File: config.mk
export PLATFORM = sky130hd
export DESIGN_NAME = systolic_array_param
export DESIGN_NICKNAME = d
export VERILOG_FILES = /design/src/rtl/systolic_array_param.sv
export SDC_FILE = /design/constraint.sdc
export NUM_CORES = 2
export LEC_CHECK = 0
export BUFFER_PORTS_ARGS = -buffer_cell sky130_fd_sc_hd__buf_2
export CAP_MARGIN = 0
export CORE_ASPECT_RATIO = 0.5
export CORE_MARGIN = 4
export CORE_UTILIZATION = 43
export DETAILED_ROUTE_END_ITERATION = 8
export PLACE_DENSITY_LB_ADDON = 0.15
export SLEW_MARGIN = 20
export SYNTH_ARGS = -nofsm -noshare
export SYNTH_HDL_FRONTEND = slang
export SYNTH_SLANG_ARGS = --single-unit
File: constraint.sdc
create_clock -name clk -period 4.6 [get_ports clk]
set_clock_uncertainty 0.2 [all_clocks]
set_input_delay 0.46 -clock clk [delete_from_list [all_inputs] [get_ports clk]]
set_output_delay 0.46 -clock clk [all_outputs]
set_load 0.01 [all_outputs]
File: src/rtl/systolic_array_param.sv
`default_nettype none
// ============================================================================
// Module  : systolic_array_param
// Brief   : N x N output-stationary systolic array computing C = A x B.
// Revision: 1.0 - initial release
// ============================================================================
module systolic_array_param #(
  parameter int N      = 4,
  parameter int DW     = 8,
  parameter int AW     = 2*DW+2,
  parameter int SIGNED = 0
) (
  input  logic              clk,
  input  logic              rst,
  input  logic              start,
  input  logic              in_valid,
  output logic              in_ready,
  input  logic [N*DW-1:0]   a_col,
  input  logic [N*DW-1:0]   b_row,
  output logic              busy,
  output logic              done,
  output logic [N*N*AW-1:0] res
);

  localparam int         c_cw       = $clog2(2*N);
  localparam logic [1:0] c_st_idle  = 2'd0;
  localparam logic [1:0] c_st_feed  = 2'd1;
  localparam logic [1:0] c_st_drain = 2'd2;
  localparam logic [1:0] c_st_done  = 2'd3;

  logic [1:0]      r_state;
  logic [1:0]      w_next;
  logic [c_cw-1:0] r_beat;
  logic [c_cw-1:0] r_drain;
  logic            w_accept;
  logic            w_clear;
  logic            w_run;

  logic [DW-1:0]   w_a_west  [N];
  logic [DW-1:0]   w_b_north [N];
  logic [DW-1:0]   w_a_pe    [N][N];
  logic [DW-1:0]   w_b_pe    [N][N];
  logic [AW-1:0]   w_acc     [N*N];

  // ---------------------------------------------------------------- FSM
  always_ff @(posedge clk) begin
    if (rst) begin
      r_state <= c_st_idle;
    end else begin
      r_state <= w_next;
    end
  end

  always_comb begin
    w_next = r_state;
    case (r_state)
      c_st_idle:  if (start) w_next = c_st_feed;
      c_st_feed:  if (w_accept && (r_beat == c_cw'(N-1))) w_next = c_st_drain;
      c_st_drain: if (r_drain == c_cw'(2*N-2)) w_next = c_st_drain + 2'd1;
      c_st_done:  if (start) w_next = c_st_feed;
      default:    w_next = c_st_idle;
    endcase
  end

  always_comb begin
    in_ready = 1'b0;
    busy     = 1'b0;
    done     = 1'b0;
    case (r_state)
      c_st_feed: begin
        in_ready = 1'b1;
        busy     = 1'b1;
      end
      c_st_drain: busy = 1'b1;
      c_st_done:  done = 1'b1;
      default: ;
    endcase
  end

  assign w_run    = busy;
  assign w_accept = in_valid & in_ready;
  assign w_clear  = start & ((r_state == c_st_idle) | (r_state == c_st_done));

  // The drain counter spans exactly the cycles needed for the last operand to
  // reach PE(N-1,N-1), so its final accumulate lands on the DRAIN->DONE edge.
  always_ff @(posedge clk) begin
    if (rst) begin
      r_beat  <= '0;
      r_drain <= '0;
    end else begin
      if (w_clear) begin
        r_beat <= '0;
      end else if (w_accept) begin
        r_beat <= r_beat + c_cw'(1);
      end
      if (r_state == c_st_drain) begin
        r_drain <= r_drain + c_cw'(1);
      end else begin
        r_drain <= '0;
      end
    end
  end

  // ------------------------------------------------- input stage and skew
  for (genvar i = 0; i < N; i++) begin : g_lane
    logic [DW-1:0] r_a_in;
    logic [DW-1:0] r_b_in;

    always_ff @(posedge clk) begin
      if (rst || !w_run) begin
        r_a_in <= '0;
        r_b_in <= '0;
      end else begin
        r_a_in <= w_accept ? a_col[i*DW +: DW] : '0;
        r_b_in <= w_accept ? b_row[i*DW +: DW] : '0;
      end
    end

    if (i == 0) begin : g_no_skew
      assign w_a_west[i]  = r_a_in;
      assign w_b_north[i] = r_b_in;
    end else begin : g_skew
      logic [DW-1:0] r_a_sk [i];
      logic [DW-1:0] r_b_sk [i];

      always_ff @(posedge clk) begin
        if (rst || !w_run) begin
          for (int d = 0; d < i; d++) begin
            r_a_sk[d] <= '0;
            r_b_sk[d] <= '0;
          end
        end else begin
          r_a_sk[0] <= r_a_in;
          r_b_sk[0] <= r_b_in;
          for (int d = 1; d < i; d++) begin
            r_a_sk[d] <= r_a_sk[d-1];
            r_b_sk[d] <= r_b_sk[d-1];
          end
        end
      end

      assign w_a_west[i]  = r_a_sk[i-1];
      assign w_b_north[i] = r_b_sk[i-1];
    end
  end

  // ------------------------------------------------------- PE grid
  for (genvar i = 0; i < N; i++) begin : g_row
    for (genvar j = 0; j < N; j++) begin : g_col
      logic [2*DW-1:0] w_ax;
      logic [2*DW-1:0] w_bx;
      logic [2*DW-1:0] w_prod;
      logic [AW-1:0]   w_ext;
      logic [AW-1:0]   r_acc;

      if (j == 0) begin : g_west_edge
        assign w_a_pe[i][0] = w_a_west[i];
      end
      if (i == 0) begin : g_north_edge
        assign w_b_pe[0][j] = w_b_north[j];
      end

      // Operands are extended to 2*DW before multiplying so the low 2*DW
      // bits of the product are exact for either signedness.
      if (SIGNED != 0) begin : g_signed
        assign w_ax   = {{DW{w_a_pe[i][j][DW-1]}}, w_a_pe[i][j]};
        assign w_bx   = {{DW{w_b_pe[i][j][DW-1]}}, w_b_pe[i][j]};
        assign w_prod = w_ax * w_bx;
        assign w_ext  = AW'($signed(w_prod));
      end else begin : g_unsigned
        assign w_ax   = {{DW{1'b0}}, w_a_pe[i][j]};
        assign w_bx   = {{DW{1'b0}}, w_b_pe[i][j]};
        assign w_prod = w_ax * w_bx;
        assign w_ext  = AW'(w_prod);
      end

      always_ff @(posedge clk) begin
        if (rst || w_clear) begin
          r_acc <= '0;
        end else if (w_run) begin
          r_acc <= r_acc + w_ext;
        end
      end

      if (j < N-1) begin : g_east
        logic [DW-1:0] r_a_e;
        always_ff @(posedge clk) begin
          if (rst || !w_run) begin
            r_a_e <= '0;
          end else begin
            r_a_e <= w_a_pe[i][j];
          end
        end
        assign w_a_pe[i][j+1] = r_a_e;
      end

      if (i < N-1) begin : g_south
        logic [DW-1:0] r_b_s;
        always_ff @(posedge clk) begin
          if (rst || !w_run) begin
            r_b_s <= '0;
          end else begin
            r_b_s <= w_b_pe[i][j];
          end
        end
        assign w_b_pe[i+1][j] = r_b_s;
      end

      assign w_acc[i*N+j] = r_acc;
    end
  end

  always_comb begin
    res = '0;
    for (int k = 0; k < N*N; k++) begin
      res[k*AW +: AW] = w_acc[k];
    end
  end

endmodule
`default_nettype wire

### Yosys cells after proc, flatten, opt, wreduce, memory -nomap -nowiden

Memories as Yosys holds them, arrays and structs flattened.
Index checks and enable logic that the tools add are counted.

* add/sub/neg operators: 18
* multiply operators: 16
* eq/ne operators: 8
* muxes and demuxes: 24
* bitwise logic cells: 15
* reductions and logical operators: 13

Operator list (number)
* $add 18x16->18: 16
* $mul 8x8->16: 16
* $mux 8: 12
* $reduce_or 8->1: 2
* $or 1x1->1: 11
* $reduce_or 2->1: 5
* $mux 1: 8
* $add 3x1->3 const B: 2
* $mux 2: 3
* $pmux 2 s3: 1
* $eq 2x2->1 const B: 2
* $ne 2x2->1 const B: 2
* $eq 3x2->1 const B: 1
* $eq 3x3->1 const B: 1
* $reduce_and 3->1: 1
* $and 1x1->1: 2
* $eq 2x1->1 const B: 1
* $logic_not 2->1: 1
* $logic_or 1x1->1: 2
* $ne 2x1->1 const B: 1
* $not 1->1: 2
* $logic_and 1x1->1: 1
* $logic_not 1->1: 1

* register bits after elaboration: 552
* RAM bits: 96
* bits of input ports: 68
* output and inout port bits: 291
* memories kept: 6

Memory list
* g_lane[3].g_skew.r_a_sk: depth 3, bits a word 8, read ports 3, clocked after Yosys merged registers in 0, write ports 3, RTL line 123 `logic [DW-1:0] r_a_sk [i];`
* g_lane[3].g_skew.r_b_sk: depth 3, bits a word 8, read ports 3, clocked after Yosys merged registers in 0, write ports 3, RTL line 124 `logic [DW-1:0] r_b_sk [i];`
* g_lane[2].g_skew.r_a_sk: depth 2, bits a word 8, read ports 2, clocked after Yosys merged registers in 0, write ports 2, RTL line 123
* g_lane[2].g_skew.r_b_sk: depth 2, bits a word 8, read ports 2, clocked after Yosys merged registers in 0, write ports 2, RTL line 124
* g_lane[1].g_skew.r_a_sk: depth 1, bits a word 8, read ports 1, clocked after Yosys merged registers in 0, write ports 1, RTL line 123
* g_lane[1].g_skew.r_b_sk: depth 1, bits a word 8, read ports 1, clocked after Yosys merged registers in 0, write ports 1, RTL line 124

### Longest topological paths before layout

* depth after elaboration: 8
* depth in mapped cells: 20

### Worst setup path after synthesis

Ideal clock, no wire load.

* path type: register -> register
* start point: register g_row[3].g_col[1].g_east.r_a_e[6]
* end point: register g_row[3].g_col[2].r_acc[17]
* setup time: 0.062 ns
* arrival time: 4.509 ns
* setup slack: -0.171 ns
* cell stages (with the launch flop): 19
* clock period less this slack: 4.771 ns
* cells stage by stage: dfxtp_1 -> clkbuf_1 -> nand2_1 -> fa_1 -> inv_1 -> fa_1 -> inv_1 -> fa_1 -> fa_1 -> inv_1 -> ha_1 -> o21ai_0 -> a21oi_1 -> o21bai_1 -> a21boi_0 -> o21a_1 -> o31a_1 -> or4_1 -> nand3_1

* word-level cells in the longest chain between the ends: 2

Ends and longest elaborated chain
* from (decl): RTL line 186 `logic [DW-1:0] r_a_e;`
* from (signal assigned): RTL line 191 `r_a_e <= w_a_pe[i][j];`
* $mul 8x8->16: RTL line 173 `assign w_prod = w_ax * w_bx;`
* $add 18x16->18: RTL line 181 `r_acc <= r_acc + w_ext;`
* to (signal assigned): RTL line 181
* to (decl): RTL line 154 `logic [AW-1:0] r_acc;`

No other way between the ends.
A chain may end at the register's enable or synchronous reset.

### Worst setup path after layout

* start point: memory g_lane[1].g_skew.r_b_sk[0][1]
* end point: register g_row[0].g_col[1].r_acc[16]

* word-level cells in the longest chain between the ends: 3

Ends and longest elaborated chain (RTL line)
* from (decl): 124
* $mem_v2 1x8
* $mul 8x8->16: 173
* $add 18x16->18: 181
* to (signal assigned): 181
* to (decl): 154

No other way between the ends.

==> results.json <==
{
  "setup_slack_ns": -0.0180,
  "dpl.hpwl_mm": 130,
  "crit_start": "g_lane[1].g_skew.r_b_sk[0][1]$_SDFF_PP0_",
  "hold_path.class": "in2reg",
  "clk_latency_ns": 0.65,
  "status": "complete, but fails checks",
  "failed_checks": "negative setup slack",
  "critical_path_arrival_ns": 4.94,
  "r2r-start": "g_lane[1].g_skew.r_b_sk[0][1]$_SDFF_PP0_",
  "cts_made_buffers": 72,
  "dr.pass1.iters": 6,
  "grt_use_total_pct": 22.6,
  "min-delay-start": "rst",
  "drv_cap": 0,
  "dr.first_iter.drc_count": 1964,
  "synthToLayoutAreaGrowth_pct": 25.6,
  "synth_edf_count": 0,
  "path_cells": "nand2_2 > fa_1 > inv_2 > fa_1 > ha_1 > inv_2 > fa_1 > inv_2 > ha_4 > a21o_1 > a21o_1 > a2111oi_4 > nor3_2 > a211o_1 > a311oi_2 > xor2_1 > a21oi_1",
  "grt_pass1_wl_mm": 268,
  "finalSetupViolations": 4,
  "nFillCells": 13128,
  "peakVddDrop_mv": 0.566,
  "vias": 47428,
  "relSlewSlack_pct": 42.4,
  "yosys_warnings": 0,
  "cp-end-kind": "flop",
  "io_buffers": 358,
  "grt_overflow": 0,
  "htreeDepth": 3,
  "grt_pass1_vias": 49097,
  "num_io_pins": 359,
  "cts-root-buf": "clkbuf_16",
  "fmax_ghz": 0.217,
  "cts_buffer_depth": 3,
  "nets": 9503,
  "coreArea_mm2": 0.141,
  "rsz0062_at_grt": "true",
  "slowest_stage": "fa_1",
  "cp.required_ns": 4.93,
  "cp_max_fo": 6,
  "fin_crit_ns": 4.62,
  "multiInputGateArea_mm2": 0.0443,
  "synthesis.area_mm2": 0.0613,
  "min_period_over_period_pct": 100,
  "synthCells": 6937,
  "grt_max_degree": 173,
  "tightest_slew_ns": 0.864,
  "start_util_pct": 43.5,
  "power_per_cell_area_mw_per_mm2": 208,
  "drv_slew": 0,
  "async_flop_share_pct": 0,
  "die_w_um": 542,
  "via_per_inst": 4.78,
  "fp-row-count": 97,
  "drt_wl_total_mm": 167,
  "diodes": 0,
  "drc": 0,
  "cp_slowest_stage_delay_ns": 0.51,
  "synth-main-ff-cell": "dfxtp_1",
  "seq_area_mm2": 0.0135,
  "final_util_pct": 54.6,
  "cts_tree": "built",
  "ys_seq_elements": 648,
  "cts_sinks": 648,
  "critPathKind": "reg2reg",
  "cts.clk_slew.worst_paths_ns": 0.07,
  "layout_commonest_cell": "inv_1",
  "gp_congestion": 0.857,
  "layout_common_cells": "inv_1, and2_1, fa_1",
  "finalHoldViolCount": 0,
  "antenna_left": 0,
  "start_kind": "flop",
  "ys_types": 70,
  "post_drt_wl_per_cell_um": 16.9,
  "finalSetupTns_ns": -0.0445,
  "drive_gt1_share_pct": 23.8,
  "synth_nets": 8453,
  "dieArea_mm2": 0.149,
  "antenna_found_initial": 5,
  "synth_seq_area_share_pct": 21.2,
  "avgSynthCellArea_um2": 8.83,
  "die-height_um": 275,
  "p_leak_uw": 0.0397
}
==> state kept, by name, indices dropped and copies added, names as in the netlist <==
name,cells
g_row.g_col.g_south.r_b_s,96
r_state,2
g_lane.r_a_in,32
g_lane.g_skew.r_a_sk,48
r_drain,3
g_lane.g_skew.r_b_sk,48
g_row.g_col.r_acc,288
g_lane.r_b_in,32
r_beat,3
g_row.g_col.g_east.r_a_e,96
==> cells by family (layout without fill, tap and decap cells) <==
kind of cell	count (synthesis)	count (layout)	share of synthesized area (%)
and+or+nand+nor	2123	2123	17.6
DFF	648	648	21.2
AOI/OAI and AO/OA	715	715	7.28
buffers and inverters	1744	2849	10.7
muxes	89	89	1.46
xor gates and xnor gates	170	170	2.43
adders and majority gates	1448	1448	39.4
==> layout make-up <==
type | instances | share of cell area, %
flip-flops and latches | 648 | 17.6
multi-input cells | 4545 | 57.5
repair buffers | 1159 | 11.0
clock buffers | 92 | 2.60
well taps | 1881 | 3.06
clock inverters | 37 | 0.595
inverters | 1561 | 7.62
==> timing repair <==
action                                  CTS  global route
setup buffers                            11            60
hold buffers                             65             0
hold endpoints to repair                 65             0
pin swaps                                64           336
resized for setup                       326           627
endpoints found under the setup margin   89           108
==> cells in the mapped netlist, types with 36 or more instances <==
| cell type | n | share of area, % |
|---|---|---|
| nand2_1 | 712 | 4.4 |
| xnor2_1 | 101 | 1.4 |
| mux2i_1 | 87 | 1.4 |
| inv_1 | 1560 | 9.6 |
| and2_1 | 904 | 9.2 |
| nand3_1 | 49 | 0.40 |
| o21ai_0 | 155 | 1.3 |
| xor2_1 | 69 | 0.99 |
| nor2_1 | 272 | 1.7 |
| fa_1 | 800 | 26 |
| dfxtp_1 | 648 | 21 |
| clkbuf_1 | 168 | 1.0 |
| nor3_1 | 36 | 0.29 |
| a21oi_1 | 264 | 2.2 |
| a21o_1 | 90 | 1.1 |
| ha_1 | 648 | 13 |
==> layer usage <==
layer	global-route usage (%)	up-vias	share of wire, %
met5	0	-	0
met4	5.19	0	2.4
met3	3.95	197	4.5
met2	37.9	707	47
met1	30.6	23302	46
li1	-	23222	-
==> critical path, delay by kind of cell (launching register included) <==
kind / cells / cell delay (ns)
xor gates and xnor gates: 1 / 0.17
DFF: 1 / 0.39
AOI/OAI and AO/OA: 6 / 1.52
and+or+nand+nor: 2 / 0.14
adders and majority gates: 5 / 1.95
buffers and inverters: 3 / 0.14
==> per-stage QoR <==
| stage | total power [uW] | std cells | cell area (um^2) | worst slack, ns | hold WS (ns) |
|---|---|---|---|---|---|
| 6_report | 16000 | 9923 | 76900 | -0.0180 | 0.100 |
| 5_1_grt | 16800 | 9923 | 76900 | -0.210 | 0.0659 |
| 4_1_cts | 16300 | 9865 | 74200 | -0.0584 | 0.0475 |
| 3_5_place_dp | 9900 | 9660 | 70100 | -0.273 | 0.210 |
| 3_3_place_gp | 9870 | 9660 | 70100 | -0.290 | 0.208 |
| 2_1_floorplan | 8270 | 6937 | 61300 | -0.0552 | 0.206 |
==> power by group <==
part,switching (uW),total (uW),internal [uW]
clock,2680,6240,3560
combinational,2880,3960,1080
sequential,132,5820,5690
==> final timing paths <==
check | to | slack [ns] | cells after the start
worst max-delay path | g_row[0].g_col[1].r_acc[16]$_SDFFE_PP0N_ | -0.02 | 17
worst min-delay path | g_row[3].g_col[3].r_acc[12]$_SDFFE_PP0N_ | 0.10 | 2
worst max register to register | g_row[0].g_col[1].r_acc[16]$_SDFFE_PP0N_ | -0.02 | 17
worst min register to register | g_lane[2].g_skew.r_a_sk[0][0]$_SDFF_PP0_ | 0.22 | 1
Power figures use the tool's default switching activity.
